**src/rtl/temp_conv_seq.sv**
```systemverilog
// -----------------------------------------------------------------------------
// temp_conv_seq
//
// Sequential Celsius converter with three output modes: C->C, C->F and C->K.
// The operand is captured with ld and a conversion is started with st. The
// C->F path uses an iterative shift-add multiplier that consumes one bit of
// F_MUL per cycle, LSB first. All other modes finish in a single CALC cycle.
// Every result is computed at full width and then saturated to OUT_W bits.
// An over-temperature alarm with hysteresis is updated only when a valid-mode
// result is registered.
//
// Ports
//   clk       in   1      system clock, rising edge
//   clr       in   1      asynchronous active-low reset
//   X         in   W      Celsius operand
//   ld        in   1      load X into the operand register (IDLE/DONE only)
//   sel       in   2      mode: 0 = C, 1 = F, 2 = K, 3 = invalid
//   st        in   1      start conversion (IDLE/DONE only)
//   result    out  OUT_W  last converted value
//   valid     out  1      one-cycle pulse when result updates
//   busy      out  1      conversion in progress
//   sat       out  1      last result was saturated
//   err       out  1      last conversion was started with sel = 3
//   alarm     out  1      hysteresis over-temperature flag
//   mode_led  out  3      one-hot latched mode (C, F, K), 0 for invalid
// -----------------------------------------------------------------------------
module temp_conv_seq #(
  parameter int W       = 4,
  parameter int OUT_W   = 4,
  parameter int F_MUL   = 5,
  parameter int MUL_W   = 3,
  parameter int F_SHIFT = 3,
  parameter int F_OFF   = 2,
  parameter int K_OFF   = 3,
  parameter int HI_THR  = 12,
  parameter int LO_THR  = 10
) (
  input  logic             clk,
  input  logic             clr,
  input  logic [W-1:0]     X,
  input  logic             ld,
  input  logic [1:0]       sel,
  input  logic             st,
  output logic [OUT_W-1:0] result,
  output logic             valid,
  output logic             busy,
  output logic             sat,
  output logic             err,
  output logic             alarm,
  output logic [2:0]       mode_led
);

  // Full-width arithmetic: X*F_MUL needs W+MUL_W bits, plus one for the offset.
  localparam int FULL_W = W + MUL_W + 1;
  localparam int CNT_W  = (MUL_W > 1) ? $clog2(MUL_W) : 1;

  localparam logic [MUL_W-1:0]  F_MUL_V  = MUL_W'(F_MUL);
  localparam logic [FULL_W-1:0] SAT_MAX  = FULL_W'((2 ** OUT_W) - 1);
  localparam logic [CNT_W-1:0]  LAST_CNT = CNT_W'(MUL_W - 1);
  localparam logic [OUT_W-1:0]  HI_V     = OUT_W'(HI_THR);
  localparam logic [OUT_W-1:0]  LO_V     = OUT_W'(LO_THR);

  typedef enum logic [1:0] {
    S_IDLE = 2'd0,
    S_CALC = 2'd1,
    S_DONE = 2'd2
  } state_t;

  typedef enum logic [1:0] {
    MODE_C   = 2'd0,
    MODE_F   = 2'd1,
    MODE_K   = 2'd2,
    MODE_BAD = 2'd3
  } mode_t;

  state_t            state;
  mode_t             mode;
  logic [W-1:0]      operand;
  logic [FULL_W-1:0] acc;
  logic [CNT_W-1:0]  cnt;

  // Combinational datapath
  logic [FULL_W-1:0] op_ext;
  logic [MUL_W-1:0]  mul_bits;
  logic [FULL_W-1:0] acc_next;
  logic [FULL_W-1:0] conv_full;
  logic              conv_sat;
  logic [OUT_W-1:0]  conv_res;
  logic              last_calc;
  logic              can_accept;

  function automatic logic [2:0] led_of(input logic [1:0] s);
    case (s)
      2'd0:    return 3'b001;
      2'd1:    return 3'b010;
      2'd2:    return 3'b100;
      default: return 3'b000;
    endcase
  endfunction

  // ld and st are only honoured outside CALC, i.e. whenever busy is low.
  assign can_accept = (state != S_CALC);

  always_comb begin
    // NOTE: every signal gets a default before any branch so that no path
    // leaves it unassigned; a missing default here would infer a latch.
    op_ext    = FULL_W'(operand);
    mul_bits  = F_MUL_V >> cnt;
    acc_next  = acc;
    conv_full = '0;

    // Shift-add step: bit cnt of the multiplier selects operand<<cnt.
    if (mul_bits[0]) begin
      acc_next = acc + (op_ext << cnt);
    end

    // F needs all MUL_W multiplier steps; the other modes finish at once.
    last_calc = (mode != MODE_F) || (cnt == LAST_CNT);

    case (mode)
      MODE_C:  conv_full = op_ext;
      MODE_F:  conv_full = (acc_next >> F_SHIFT) + FULL_W'(F_OFF);
      MODE_K:  conv_full = op_ext + FULL_W'(K_OFF);
      default: conv_full = '0;
    endcase

    conv_sat = (conv_full > SAT_MAX);
    conv_res = conv_sat ? OUT_W'(SAT_MAX) : OUT_W'(conv_full);
  end

  // Single sequential block: control FSM plus every registered output.
  always_ff @(posedge clk or negedge clr) begin
    if (!clr) begin
      state    <= S_IDLE;
      mode     <= MODE_C;
      operand  <= '0;
      acc      <= '0;
      cnt      <= '0;
      result   <= '0;
      valid    <= 1'b0;
      busy     <= 1'b0;
      sat      <= 1'b0;
      err      <= 1'b0;
      alarm    <= 1'b0;
      mode_led <= 3'b000;
    end else begin
      // NOTE: non-blocking assignments throughout, so every right-hand side
      // sees the pre-edge value regardless of statement order.
      valid <= 1'b0;

      // Loading on the accept edge means the following CALC cycles already
      // see the new X, which makes a same-edge ld+st use the current X.
      if (ld && can_accept) begin
        operand <= X;
      end

      case (state)
        S_IDLE, S_DONE: begin
          if (st) begin
            mode     <= mode_t'(sel);
            mode_led <= led_of(sel);
            busy     <= 1'b1;
            acc      <= '0;
            cnt      <= '0;
            state    <= S_CALC;
          end else begin
            state <= S_IDLE;
          end
        end

        S_CALC: begin
          acc <= acc_next;
          cnt <= cnt + 1'b1;
          if (last_calc) begin
            result <= conv_res;
            sat    <= conv_sat;
            err    <= (mode == MODE_BAD);
            valid  <= 1'b1;
            busy   <= 1'b0;
            state  <= S_DONE;
            // Hysteresis: set above HI, clear below LO, otherwise hold.
            // An invalid-mode result carries no temperature, so it is skipped.
            if (mode != MODE_BAD) begin
              if (conv_res > HI_V) begin
                alarm <= 1'b1;
              end else if (conv_res < LO_V) begin
                alarm <= 1'b0;
              end
            end
          end
        end

        default: state <= S_IDLE;
      endcase
    end
  end

endmodule
```
**config.mk**
```make
export PLATFORM = sky130hd
export DESIGN_NAME = temp_conv_seq
export DESIGN_NICKNAME = d
export VERILOG_FILES = /design/src/rtl/temp_conv_seq.sv
export SDC_FILE = /design/constraint.sdc
export NUM_CORES = 1
export LEC_CHECK = 0
export ABC_AREA = 1
export ABC_CLOCK_PERIOD_IN_PS = 7330
export BUFFER_PORTS_ARGS = -buffer_cell sky130_fd_sc_hd__buf_2
export CORE_MARGIN = 3
export CORE_UTILIZATION = 39
export DETAILED_ROUTE_END_ITERATION = 7
export PLACE_DENSITY = 0.57
export SLEW_MARGIN = 20
export SYNTH_ARGS = -nofsm -noshare
export SYNTH_HDL_FRONTEND = slang
export SYNTH_SLANG_ARGS = --single-unit
```
**constraint.sdc**
```tcl
create_clock -name clk -period 7.33 [get_ports clk]
set_input_delay 1.0995 -clock clk [delete_from_list [all_inputs] [get_ports clk]]
set_output_delay 1.0995 -clock clk [all_outputs]
set_load 0.05 [all_outputs]
```
# After elaboration in Yosys (flattened, before gate mapping)
# Index checks and enable logic that the tools add are counted.
# W data, S select, Z words.
# totals
input_bits	10
output_inout_bits	12
regBits	30
elab_cells	68
# op_classes
n_shift	2
order_cmp	3
muxes	18
reduce_logical	14
addsub	4
eq_ne	14
# ops
cell	count
$pmux W6 S3	1
$mux W8	2
$pmux W8 S2	1
$eq A2 B2 Y1 const B	5
$pmux W3 S3	1
$add A8 B8 Y8	1
$gt A8 B4 Y1 const B	1
$ne A2 B2 Y1 const B	4
$pmux W2 S2	2
$shl A4 B2 Y8	1
$mux W1	7
$add A5 B2 Y6 const B	1
$eq A2 B1 Y1 const B	3
$logic_not A2 Y1	3
$reduce_and A2 Y1	3
$reduce_and A3 Y1	2
$add A4 B2 Y5 const B	1
$gt A4 B4 Y1 const B	1
$lt A4 B4 Y1 const B	1
$mux W2	2
$mux W4	1
$ne A2 B1 Y1 const B	2
$reduce_and A4 Y1	1
$reduce_bool A2 Y1	2
other kinds (6)	6

# Logic depth before layout (Yosys ltp)
# depth
ltp_word	10
ltp_mapped	22
ltp_nobuf	22

# Worst setup path before layout
# OpenSTA, ideal clock, no wires.
# synth_path
kind	register to register
startpoint	register cnt[0]
endpoint	register alarm
setup_ns	0.116
path_buffers	1
period_less_slack_ns	2.740
t_required_ns	7.214
arrival_ns	2.624
stages_incl_launch_ff	17
slack_ns	4.590
path_cell_list	dfrtp_1 -> clkbuf_1 -> o21ai_0 -> mux2i_1 -> ha_1 -> nand2_2 -> nor2_1 -> nand2_1 -> nand3_2 -> nand2_1 -> nand3_1 -> nand2_1 -> ha_1 -> a221oi_1 -> nand4_1 -> a21oi_2 -> nor2_1
# synth_between
elab_chain_len	10
word_cells_on_any_way	15
cone_classes	add/sub: 2; order compare: 3; eq/ne: 1; shift: 2; mux: 4; reduce/logical: 3
# synth_lines
item	line_no	text
start: declaration	80	logic [CNT_W-1:0] cnt;
start signal: assignment	173	cnt <= cnt + 1'b1;
$shl A4 B2 Y8	114	acc_next = acc + (op_ext << cnt);
$add A8 B8 Y8	114	
$mux W8	113	if (mul_bits[0]) begin
$add A5 B2 Y6	122	MODE_F: conv_full = (acc_next >> F_SHIFT) + FULL_W'(F_OFF);
$pmux W6 S3	120	case (mode)
$gt A8 B4 Y1	127	conv_sat = (conv_full > SAT_MAX);
$mux W4	128	conv_res = conv_sat ? OUT_W'(SAT_MAX) : OUT_W'(conv_full);
$gt A4 B4 Y1 or $lt A4 B4 Y1 (tied branches)	184, 186	
$reduce_bool A2 Y1 (no source line)	-	
$reduce_and A4 Y1 (no source line)	-	
end signal: assignment	144	alarm <= 1'b0;
end signal: assignment	185	alarm <= 1'b1;
end signal: assignment	187	alarm <= 1'b0;
end: declaration	49	output logic alarm,
# Parallel ways exist; a longest one is shown, timed or not. The select of a mux whose other input is x is not followed.
# A chain may end at the register's enable or synchronous reset.

# Worst setup path in the final report
# layout_path
startpoint	register operand[2]
endpoint	register alarm
# layout_between
elab_chain_len	10
word_cells_on_any_way	13
cone_classes	add/sub: 3; order compare: 3; shift: 1; mux: 4; reduce/logical: 2
# layout_lines
item	line_no	text
start: declaration	78	logic [W-1:0] operand;
start signal: assignment	136	operand <= '0;
start signal: assignment	154	operand <= X;
$shl A4 B2 Y8	114	
$add A8 B8 Y8	114	
$mux W8	113	
$add A5 B2 Y6	122	
$pmux W6 S3 (*)	120	
$gt A8 B4 Y1	127	
$mux W4 (*)	128	
$gt A4 B4 Y1 or $lt A4 B4 Y1 (tied branches)	184, 186	
$reduce_bool A2 Y1 (no source line)	-	
$reduce_and A4 Y1 (no source line)	-	
# Every way passes the cells marked *; elsewhere a longest branch is shown, timed or not. The select of a mux whose other input is x is not followed.

==> impl_metrics.tcl <==
set metrics [dict create \
    status "finished, final reports clean" \
    yosysWarnings 0 \
    ff2ff_setup_slack_ns 4.18 \
    rows 25 \
    synthMuxAreaShare_pct 0.5051 \
    fin_crit_sh_pct 42.99 \
    min_path_type "register to register" \
    tightest_slew_ns 0.6746 \
    ant_nets 0 \
    netlist.area_leader.share_pct 37.88 \
    io_pins 22 \
    netlist_area_sq_um 1982 \
    grt_usage_pct 15.95 \
    worstPathCellList "inv_1, nand2_1, o21ai_0, mux2i_1, ha_1, nand2_2, nor2_1, nand2_1, nand3_2, nand2_1, nand3_1, nand2_1, ha_1, a221oi_1, nand4_1, a21oi_2, nor2_1" \
    syn_nets 279 \
    grt_pass1_vias 1628 \
    synth_area_leaders "dfrtp_1 (38%), nand2_1 (10%), ha_1 (6.9%), inv_1 (6.1%), o21ai_0 (4.8%)" \
    stdcell_area_sq_um 2253 \
    critPathSlowestCell "a221oi_1" \
    finalCriticalPeriod_ns 3.151 \
    synth_cell_types 33 \
    antenna_found_initial 0 \
    critPathMaxFanout 6 \
    synth-edff-count 0 \
    p_int_mw 0.5240 \
    place_inst 343 \
    finalMaxSlewViolations 0 \
    path_buf_inv 1 \
    power_switching_mw 0.5745 \
    globalplace.congestion 0.8488 \
    async_flop_share_pct 100.0 \
    antenna_cells 0 \
    ctsHoldBuffers 0 \
    fp.dieArea_sq_um 5973 \
    power_leakage_nw 1.175 \
    p_per_area_nw_per_um2 487.5 \
    hold_violations 0 \
    synth_xor_area_share_pct 0.8838 \
    critPathKind "register to register" \
    cts.repair.resized 0 \
    cts_tree "done" \
    gr-total-overflow 0 \
    core_sq_um 4817 \
    endpoint_kind "register" \
    drt_pre_antenna_iters 4 \
    maxSlewHeadroom_pct 55.02 \
    cp_top_family "simple AND/OR/NAND/NOR gates" \
    total_power_mw 1.099 \
    yosysTopAreaCell "dfrtp_1" \
    io_buffers 21 \
    grt_pass1_wl_um 7596 \
    rsz0062_at_grt "no" \
    grt_max_degree 31 \
    hold_start "busy" \
    synthAdderAreaFrac_pct 7.955 \
    num-nets-final 305 \
    hold_end "busy" \
    avgViaCountPerCell 4.912 \
    r2r_cells 17 \
    final-setup-viol-count 0 \
    cts_setup_buffers 0 \
    nFillCells 516 \
    synth_top_flop_cell "dfrtp_1" \
    fp.dieH_um 77.29 \
    utilization_pct 46.78 \
    drive_gt1_share_pct 23.24 \
    first_iter_violations 126 \
    drc_errors 0 \
    synthSimpleGateAreaFrac_pct 32.64 \
    fp.dieW_um 77.29 \
    cap_violations 0 \
    cp.required_ns 7.50 \
    synth_top_family_by_area "simple AND/OR/NAND/NOR gates" \
    min_delay_path_depth 2 \
    vias 1724 \
    layout.cells.non_filler 351 \
    clkLatencyLatePin_ns 0.28 \
    fin_setup_tns_ns 0 \
    wl_per_cell_um 12.44 \
    cts.clk_slew.worst_paths_ns 0.07 \
    switching_share_pct 52.30 \
    mostFrequentLayoutCell "nand2_1" \
    regToRegEndpoint "alarm" \
    ir_worst_vdd_mv 0.1868 \
    crit_path_frequent_cell "nand2_1" \
    clock_path_buffers 2 \
    combPwrFrac_pct 62.8 \
    start_kind "register" \
    hpwl_um 3429 \
    ys_ff_latch 30 \
    syn_to_final_growth_pct 13.70 \
    layout_common_cells "nand2_1 (55), inv_1 (32), dfrtp_1 (30)" \
    syn_inst 257 \
    initial_utilization_pct 41.14 \
    place_area_sq_um 2162 \
    arrival_ns 3.32 \
    r2r_start "operand[2]" \
    synth-compound-area-share_pct 12.50 \
    cpPeakStageDelay_ns 0.44 \
    cts_max_level 2 \
    wirelength_um 4368 \
    share_clk_of_total_power_pct 12.5 \
    synth.avg_cell_area_sq_um 7.712 \
    synth-seq-area-share_pct 37.88 \
    max_freq_ghz 0.3173 \
    fin_skew_ns 0.004074 \
    clock-root-buffer "clkbuf_8" \
    numClockSinks 30 \
    pwr-share-seq_pct 24.7 \
    cts_made_buffers 5 \
]
## registers in the layout, summed over array words and instances (netlist names)
signal / cells
sat: 1
result: 4
operand: 4
cnt: 2
mode_led: 3
err: 1
busy: 1
mode: 2
state: 2
valid: 1
acc: 8
alarm: 1
## cell families (layout without fill, tap and decap cells)
group | Yosys count | in the layout
and+or+nand+nor | 129 | 129
adders and majority gates | 12 | 12
buffers and inverters | 40 | 67
AOI/OAI and AO/OA | 43 | 43
xor gates and xnor gates | 2 | 2
DFF | 30 | 30
muxes | 1 | 1
## stage by stage
step	hold slack [ns]	worst slack (ns)
after floorplan	0.4752	4.590
after global placement	0.4509	4.280
after detailed placement	0.4586	4.229
after CTS	0.4732	4.210
after global routing	0.5256	3.955
final	0.4654	4.179
## power by group through the flow
stage | sequential (mW) | clock, mW | combinational [mW]
floorplan | 0.356 | 0 | 0.466
global placement | 0.274 | 0 | 0.691
detailed placement | 0.274 | 0 | 0.687
CTS | 0.271 | 0.141 | 0.692
global route | 0.280 | 0.150 | 0.772
finish | 0.271 | 0.138 | 0.690
## area by class of cell
class	instances	area [sq um]	share of cell area, %
tap	67	83.83	3.720
multi-input combinational	187	1080	47.92
timing repair buffer	21	105.1	4.664
clock buffer	7	86.33	3.831
clock inverter	1	5.005	0.2221
sequential	30	750.7	33.31
inverter	38	142.6	6.330
## worst max-delay path by stage
| stage | from | to | slack, ns | depth (start not counted) |
|---|---|---|---|---|
| floorplan | cnt[0] | alarm | 4.59 | 16 |
| global placement | operand[2] | alarm | 4.28 | 19 |
| detailed placement | operand[2] | alarm | 4.23 | 17 |
| CTS | operand[2] | alarm | 4.21 | 17 |
| global route | cnt[0] | alarm | 3.95 | 17 |
| finish | operand[2] | alarm | 4.18 | 17 |
## Yosys cell counts (3+ instances only)
master / count
nand2_1: 55
inv_1: 32
dfrtp_1: 30
nor2_1: 19
o21ai_0: 19
nand3_1: 16
nand2_2: 13
ha_1: 11
a21oi_1: 9
inv_2: 6
nand3_2: 6
nand4_1: 6
nor2_2: 5
o22ai_1: 4
a21oi_2: 3
nor3_1: 3
## per-layer routing
metal	track usage (%)	share of wire, %	up-vias
li1	-	-	892
met1	24.01	53	798
met2	23.06	43	29
met3	3.169	3.4	5
met4	4.270	1.0	0
met5	0	0	-
## worst reg2reg max path, stage by stage, from the launching register on
cell and delay [ns]:
dfrtp_1 0.43, inv_1 0.16, nand2_1 0.07, o21ai_0 0.13
mux2i_1 0.13, ha_1 0.40, nand2_2 0.11, nor2_1 0.11
nand2_1 0.11, nand3_2 0.10, nand2_1 0.05, nand3_1 0.06
nand2_1 0.08, ha_1 0.30, a221oi_1 0.44, nand4_1 0.17
a21oi_2 0.13, nor2_1 0.05
No activity file was read; power rests on OpenSTA's default activity.
